$ cat config.mk
export PLATFORM = sky130hd
export DESIGN_NAME = alu_exec_unit
export DESIGN_NICKNAME = d
export VERILOG_FILES = /design/src/rtl/alu_exec_unit.sv
export SDC_FILE = /design/constraint.sdc
export NUM_CORES = 1
export LEC_CHECK = 0
export CAP_MARGIN = 0
export CORE_ASPECT_RATIO = 1.4
export CORE_UTILIZATION = 50
export CTS_CLUSTER_DIAMETER = 100
export DETAILED_ROUTE_END_ITERATION = 7
export GPL_TIMING_DRIVEN = 0
export PLACE_DENSITY = 0.7
export SLEW_MARGIN = 30
export SYNTH_ARGS = -nofsm -noshare
export SYNTH_HDL_FRONTEND = slang
export SYNTH_SLANG_ARGS = --single-unit
$ cat constraint.sdc
create_clock -name clk -period 9.91 [get_ports clk]
set_input_delay 2.4775 -clock clk [delete_from_list [all_inputs] [get_ports clk]]
set_output_delay 2.4775 -clock clk [all_outputs]
set_load 0.02 [all_outputs]
$ cat src/rtl/alu_exec_unit.sv
// alu_exec_unit: valid/ready ALU with single-cycle ops and iterative shifts / shift-add multiply
module alu_exec_unit #(
    parameter int WIDTH = 16
) (
    input  logic             clk,
    input  logic             rst,
    input  logic             in_valid,
    output logic             in_ready,
    input  logic [5:0]       alu_ctrl,
    input  logic [WIDTH-1:0] op_a,
    input  logic [WIDTH-1:0] op_b,
    output logic             out_valid,
    input  logic             out_ready,
    output logic [WIDTH-1:0] result,
    output logic             zero,
    output logic             taken,
    output logic             illegal
);
    localparam int LW = $clog2(WIDTH);
    localparam int CW = LW + 1;
    typedef enum logic [1:0] {IDLE, EXEC, DONE} state_t;
    state_t state_q, state_d;
    logic [3:0] func_q, func_d;
    logic [WIDTH-1:0] a_q, a_d, b_q, b_d, acc_q, acc_d, result_q, result_d;
    logic zero_q, zero_d, taken_q, taken_d, illegal_q, illegal_d;
    logic [CW-1:0] cnt_q, cnt_d;
    logic [1:0] cls;
    logic [3:0] f;
    logic [LW-1:0] shamt;
    logic [WIDTH-1:0] res1, step_a, step_acc, fin;
    logic eq, lts, ltu, flag, tk, ill, multi, mul;
    always_comb begin
        cls = alu_ctrl[5:4];
        f = alu_ctrl[3:0];
        shamt = op_b[LW-1:0];
        eq = op_a == op_b;
        lts = $signed(op_a) < $signed(op_b);
        ltu = op_a < op_b;
        res1 = '0;
        flag = 1'b0;
        tk = 1'b0;
        ill = 1'b0;
        case (cls)
            2'b01: case (f)
                4'd0: res1 = op_a + op_b;
                4'd1: res1 = op_a - op_b;
                4'd2: res1 = op_a & op_b;
                4'd3: res1 = op_a | op_b;
                4'd4: res1 = op_a ^ op_b;
                4'd5: res1 = ~op_a;
                4'd6, 4'd7, 4'd8: res1 = op_a;
                4'd9: res1 = '0;
                default: ill = 1'b1;
            endcase
            2'b00: begin
                case (f)
                    4'd0: flag = eq;
                    4'd1: flag = !eq;
                    4'd2: flag = lts;
                    4'd3: flag = ltu;
                    4'd4: flag = !lts;
                    4'd5: flag = !ltu;
                    default: ill = 1'b1;
                endcase
                res1 = {{(WIDTH-1){1'b0}}, flag};
            end
            2'b11: begin
                res1 = op_a - op_b;
                case (f)
                    4'd0: tk = eq;
                    4'd1: tk = !eq;
                    4'd2: tk = lts;
                    4'd3: tk = !lts;
                    default: ill = 1'b1;
                endcase
            end
            default: ill = 1'b1;
        endcase
        if (ill) res1 = '0;
        // a zero shift amount completes like any single-cycle op
        multi = cls == 2'b01 && (f == 4'd9 || (f >= 4'd6 && f <= 4'd8 && shamt != '0));
    end
    always_comb begin
        mul = func_q == 4'd9;
        step_acc = acc_q + (b_q[0] ? a_q : '0);
        step_a = func_q == 4'd7 ? a_q >> 1 :
                 func_q == 4'd8 ? {a_q[WIDTH-1], a_q[WIDTH-1:1]} : a_q << 1;
        fin = mul ? step_acc : step_a;
    end
    always_comb begin
        state_d = state_q;
        func_d = func_q;
        a_d = a_q;
        b_d = b_q;
        acc_d = acc_q;
        cnt_d = cnt_q;
        result_d = result_q;
        zero_d = zero_q;
        taken_d = taken_q;
        illegal_d = illegal_q;
        case (state_q)
            IDLE: if (in_valid) begin
                state_d = multi ? EXEC : DONE;
                func_d = f;
                a_d = op_a;
                b_d = op_b;
                acc_d = '0;
                cnt_d = multi ? (f == 4'd9 ? CW'(WIDTH) : CW'(shamt)) : '0;
                result_d = res1;
                zero_d = res1 == '0;
                taken_d = tk;
                illegal_d = ill;
            end
            EXEC: begin
                a_d = step_a;
                b_d = b_q >> 1;
                acc_d = step_acc;
                cnt_d = cnt_q - CW'(1);
                if (cnt_q == CW'(1)) begin
                    state_d = DONE;
                    result_d = fin;
                    zero_d = fin == '0;
                end
            end
            DONE: if (out_ready) state_d = IDLE;
            default: state_d = IDLE;
        endcase
    end
    always_ff @(posedge clk) begin
        if (rst) begin
            state_q <= IDLE;
            func_q <= '0;
            a_q <= '0;
            b_q <= '0;
            acc_q <= '0;
            cnt_q <= '0;
            result_q <= '0;
            zero_q <= 1'b0;
            taken_q <= 1'b0;
            illegal_q <= 1'b0;
        end else begin
            state_q <= state_d;
            func_q <= func_d;
            a_q <= a_d;
            b_q <= b_d;
            acc_q <= acc_d;
            cnt_q <= cnt_d;
            result_q <= result_d;
            zero_q <= zero_d;
            taken_q <= taken_d;
            illegal_q <= illegal_d;
        end
    end
    assign in_ready = state_q == IDLE;
    assign out_valid = state_q == DONE;
    assign result = result_q;
    assign zero = zero_q;
    assign taken = taken_q;
    assign illegal = illegal_q;
endmodule

After elaboration in Yosys (flattened, before gate mapping)
Index checks and enable logic that the tools add are counted.
Cells by class
  add/sub/neg operators: 4
  equal/unequal tests: 21
  multiplexer cells: 35
  bitwise gates (word level): 4
  reduce and logical (&&, ||, !) cells: 22
  order comparisons: 4
Operators by type and width (number)
  $mux 16: 10
  $pmux 16 s2: 4
  $pmux 16 s7: 1
  $pmux 16 s3: 1
  $add 16x16->16: 2
  $logic_not 16->1: 2
  $lt 16x16->1: 2
  $eq 4x3->1 const B: 5
  $and 16x16->16: 1
  $eq 16x16->1: 1
  $eq 4x4->1 const B: 4
  $not 16->16: 1
  $or 16x16->16: 1
  $sub 16x16->16: 1
  $xor 16x16->16: 1
  $mux 5: 3
  $pmux 5 s2: 1
  $reduce_or 10->1: 1
  $eq 4x2->1 const B: 2
  $mux 2: 4
  $mux 1: 6
  $pmux 1 s6: 1
  $pmux 2 s3: 1
  $reduce_and 3->1: 2
  other kinds (23): 32
Word-level totals
  output and inout port bits: 21
  input port bits: 42
  logic and storage cells: 100
  bits in registers: 78

Logic depth before layout (Yosys ltp)
Gate-level depths: netlist of the first run.
  depth after elaboration: 8
  mapped depth: 14
  depth with buffers taken out: 14

Worst setup path after synthesis of the first run
No wires, ideal clock.
  path kind: in2reg
  from: in op_a[0]
  to: reg result_q[14] (netlist: result[14])
  path slack: 5.023 ns
  arrival time: 4.817 ns
  required time: 9.840 ns
  setup time: 0.070 ns
  cell stages on the path: 12
  cells stage by stage: ha_1 fa_1 a21oi_1 o2111ai_1 a21oi_1 o2bb2ai_1 o311ai_1 o221a_2 o22ai_1 nor2_1 or3_1 a21oi_1
Between the ends
  longest elaborated chain between the ends: 6
  elaborated cells between the ends (all ways): 7
  those cells by class: add/sub: 2; mux: 5
Ends and longest elaborated chain
  start, declared: RTL line 10  | input logic [WIDTH-1:0] op_a,
  $sub 16x16->16 / $add 16x16->16 (equally long branches): RTL line 46, 68, 45
  $pmux 16 s7: RTL line 44  | 2'b01: case (f)
  $pmux 16 s3 (*): RTL line 43  | case (cls)
  $mux 16 (*): RTL line 79  | if (ill) res1 = '0;
  $mux 16 (*): RTL line 102  | IDLE: if (in_valid) begin
  $pmux 16 s2 (*): RTL line 101  | case (state_q)
  end signal, assigned: RTL line 148  | result_q <= result_d;
  end, declared: RTL line 24  | logic [WIDTH-1:0] a_q, a_d, b_q, b_d, acc_q, acc_d, result_q, result_d;
Every way passes the cells marked *; elsewhere a longest branch is shown, timed or not. The select of a mux whose other input is x is not followed.
A chain may end at the register's enable or synchronous reset.

Final worst setup path of the first run
  from: in op_a[2]
  to: reg result_q[14] (netlist: result[14])
Same word-level chain as after synthesis.

==> impl_metrics.env, run 1 <==
export IMPL_slew_viol_final=0
export IMPL_areaGrowthSynthToFinish_pct=15.3
export IMPL_synth_edff_count=0
export IMPL_track_usage_pct=39.1
export IMPL_vias=8691
export IMPL_drc=0
export IMPL_antenna_cells_inserted=0
export IMPL_grt_ovfl_total=0
export IMPL_cts_tree="done"
export IMPL_cts_buffer_depth=2
export IMPL_nFillCells=1496
export IMPL_cts_sinks=78
export IMPL_dp_hpwl_um=24300
export IMPL_fin_crit_sh_pct=61.2
export IMPL_fp_dieH_um=149
export IMPL_fin_setup_tns_ns=0
export IMPL_crit_buf_inv=3
export IMPL_crit_type="primary input to flip-flop"
export IMPL_crit_slowest_cell="clkdlybuf4s50_1"
export IMPL_first_global_vias=8480
export IMPL_grt_use_met1_pct=41.2
export IMPL_rsz0062_at_grt="false"
export IMPL_yosys_warnings=0
export IMPL_grt_max_degree=13
export IMPL_drt_first_pass_iters=7
export IMPL_syn_nets=1204
export IMPL_design_area_mm2=0.00893
export IMPL_syn_area_mm2=0.00774
export IMPL_port_buffers=58
export IMPL_layout_drive_gt1_share_pct=5.07
export IMPL_coreArea_mm2=0.0151
export IMPL_worst_path_max_fanout=10
export IMPL_met3_usage_pct=6.25
export IMPL_status="finished, final reports clean"
export IMPL_clk_latency_ns=0.36
export IMPL_ant_nets=0
export IMPL_yosysTopAreaCellShare_pct=20.2
export IMPL_die_w_um=107
export IMPL_grt_most_used_layer="met2"
export IMPL_rows=53
export IMPL_powerDensity_mw_per_mm2=121
export IMPL_place_congestion=0.981
export IMPL_layout_area_seq_mm2=0.00156
export IMPL_cts_max_level=3
export IMPL_clock_skew_ns=0.00716
export IMPL_cts_setup_buffers=0
export IMPL_multi_input_area_mm2=0.00568
export IMPL_cp_cell_sequence="clkdlybuf4s50_1, inv_1, ha_1, buf_2, nand2b_4, a211oi_2, o211ai_2, a31oi_2, a221oi_2, o221a_2, o22ai_1, nor2_1, or3_1, a21oi_1"
export IMPL_dieArea_mm2=0.0160
export IMPL_fin_nets=1274
export IMPL_synth_top_area_cell="dfxtp_1"
export IMPL_synth_distinct_cells=83
export IMPL_cts_buffers=9
export IMPL_fmax_mhz=165
export IMPL_hold_path_class="flip-flop to flip-flop"
export IMPL_avgSynthCellArea_um2=7.12
export IMPL_slowest_delay_ns=0.73
export IMPL_finalSetupViolCount=0
export IMPL_worstPathRequired_ns=10.20
export IMPL_synthTopCellsByArea="dfxtp_1, ha_1, nor2_1"
export IMPL_use_met2_pct=70.3
export IMPL_grt_first_pass_wirelength_um=46900
export IMPL_cap_violations=0
export IMPL_min_period_ns=6.07
export IMPL_yosysSeqAreaShare_pct=20.2
export IMPL_crit_family="compound AO/OA/AOI/OAI gates"
export IMPL_slew_headroom_pct=33.8
export IMPL_cts_root_buf="clkbuf_16"
export IMPL_fin_hold_ws_ns=0.459
export IMPL_start_util_pct=51.4
export IMPL_worstMarginPinSlew_ns=0.986
export IMPL_peakVddDrop_uv=87.9
export IMPL_cts_resized=0
export IMPL_total_leakage_power_nw=3.56
export IMPL_synth_ff_type="dfxtp_1"
export IMPL_final_hold_viol_count=0
export IMPL_post_dp_cell_area_mm2=0.00858
export IMPL_async_flop_share_pct=0
export IMPL_pin_count=63
export IMPL_cts_hold_buf=0
export IMPL_antenna_found_initial=0
export IMPL_synth_seq_cells=78
export IMPL_wl_per_cell_um=22.6
export IMPL_syn_inst=1088
export IMPL_cp_end_kind="flip-flop"
export IMPL_start_kind="primary input"
export IMPL_arrival_ns=6.35
export IMPL_cts_clk_slew_worst_paths_ns=0.06
export IMPL_drtIter0Drc=559
export IMPL_viasPerCell=6.41
export IMPL_drt_total_wl_um=30600
placed cells by master, fill, tap and decap left out, types with 13 or more instances in the layout:
master and n:
nor2_1 146, nand2_1 109, a21oi_1 97, dfxtp_1 78, ha_1 71, clkdlybuf4s50_1 58
inv_1 57, clkbuf_1 55, o21ai_0 45, nor3_1 41, a211oi_1 26, a22oi_1 25
and2_1 24, nor2b_1 17, mux2i_1 17, nand3_1 17, xnor2_1 16, buf_2 13
nand2b_1 13, o22ai_1 13
through the flow:
| stage | setup WS [ns] | power [mW] | util [%] | std cells |
|---|---|---|---|---|
| 6_report | 3.84 | 1.08 | 59.3 | 1355 |
| 3_5_place_dp | 3.52 | 0.678 | 57.0 | 1339 |
| 5_1_grt | 3.77 | 1.12 | 59.3 | 1355 |
| 3_3_place_gp | 3.53 | 0.678 | 56.9 | 1338 |
| 4_1_cts | 3.88 | 1.07 | 59.3 | 1355 |
| 2_1_floorplan | 5.02 | 0.559 | - | 1088 |
report_power, final:
part | leakage, nW | switching, mW | internal, mW
sequential | 0.638 | 0.0159 | 0.332
combinational | 2.75 | 0.213 | 0.121
clock | 0.170 | 0.138 | 0.260
total | 3.56 | 0.367 | 0.713
cell usage after synthesis (all sizes together), types with 9 or more instances:
| master | n |
|---|---|
| xnor2 | 16 |
| buf | 19 |
| a221oi | 13 |
| dfxtp | 78 |
| nor2 | 146 |
| o221ai | 12 |
| o31ai | 9 |
| a311oi | 12 |
| a21oi | 99 |
| clkbuf | 53 |
| a211oi | 29 |
| nand2b | 14 |
| and2 | 24 |
| nand3 | 17 |
| nand2 | 109 |
| a31oi | 10 |
| inv | 59 |
| o211ai | 12 |
| ha | 71 |
| mux2i | 17 |
| a22oi | 25 |
| o21ai | 52 |
| nor3 | 41 |
| o22ai | 13 |
| nor2b | 17 |
path summary, 6_finish.rpt:
kind / depth (start not counted) / slack [ns] / from / end
setup / recovery: 14 / 3.84 / op_a[2] / result[14]
hold / removal: 2 / 0.46 / result[6] / result[6]
setup reg to reg: 14 / 5.71 / b_q[0] / result[14]
hold reg to reg: 2 / 0.46 / result[6] / result[6]
cell families (layout without fill, tap and decap cells):
group	count (synthesis)	in the layout	share of synthesized area [%]
AO/OA/AOI/OAI	351	351	31.0
flip-flops	78	78	20.2
AND/OR/NAND/NOR	407	407	24.2
multiplexers	23	23	3.07
buffers and inverters	131	206	6.64
adder cells (fa/ha/maj)	74	74	12.3
XOR/XNOR	24	24	2.72
worst register-to-register path: stages, from the launching register on:
cell and delay [ns]:
dfxtp_1 0.42, clkbuf_1 0.29, and2_1 0.21, ha_1 0.23, fa_1 0.46, a211oi_1 0.33
o21ai_1 0.20, a2111oi_0 0.66, o31ai_1 0.22, xor2_1 0.23, nor2_1 0.07, a21oi_1 0.23
nor2_1 0.08, or3_1 0.36, a21oi_1 0.15
layout make-up:
cell class,instances,area share [%]
Clock buffer,13,2.92
Sequential cell,78,17.5
Timing Repair Buffer,59,6.56
Clock inverter,3,1.01
Tap cell,192,2.69
Inverter,59,2.48
Buffer,72,3.28
Multi-Input combinational cell,879,63.6
routing by layer:
| layer | up-vias | share of wire [%] | wire length [um] |
|---|---|---|---|
| li1 | 4093 | - | - |
| met4 | 0 | 7.3 | 2230 |
| met2 | 361 | 50 | 15400 |
| met3 | 145 | 5.6 | 1710 |
| met5 | - | 0 | 0 |
| met1 | 4092 | 37 | 11300 |
sequential cells by signal, indices dropped and copies added (netlist names):
name / cells
result: 16
func_q: 4
state_q: 2
a_q: 16
taken: 1
illegal: 1
b_q: 16
acc_q: 16
zero: 1
cnt_q: 5
Note: power is estimated with default switching activity, not from simulation.
==> inputs of run 2 (changes only) <==
==> constraint.sdc (replaced) <==
create_clock -name clk -period 5.8 [get_ports clk]
set_input_delay 1.45 -clock clk [delete_from_list [all_inputs] [get_ports clk]]
set_output_delay 1.45 -clock clk [all_outputs]
set_load 0.02 [all_outputs]
==> results of run 2 <==
Same layout as run 1 (identical final DEF). Status: finished, final reports clean.
Among the figures that moved: setup slack after placement 3.52 ns -> 0.442 ns; setup slack after layout 3.84 ns -> 0.762 ns; register-to-register setup slack 5.71 ns -> 1.60 ns; total power 1.08 mW -> 1.85 mW; worst IR drop on VDD 87.9 uV -> 150 uV
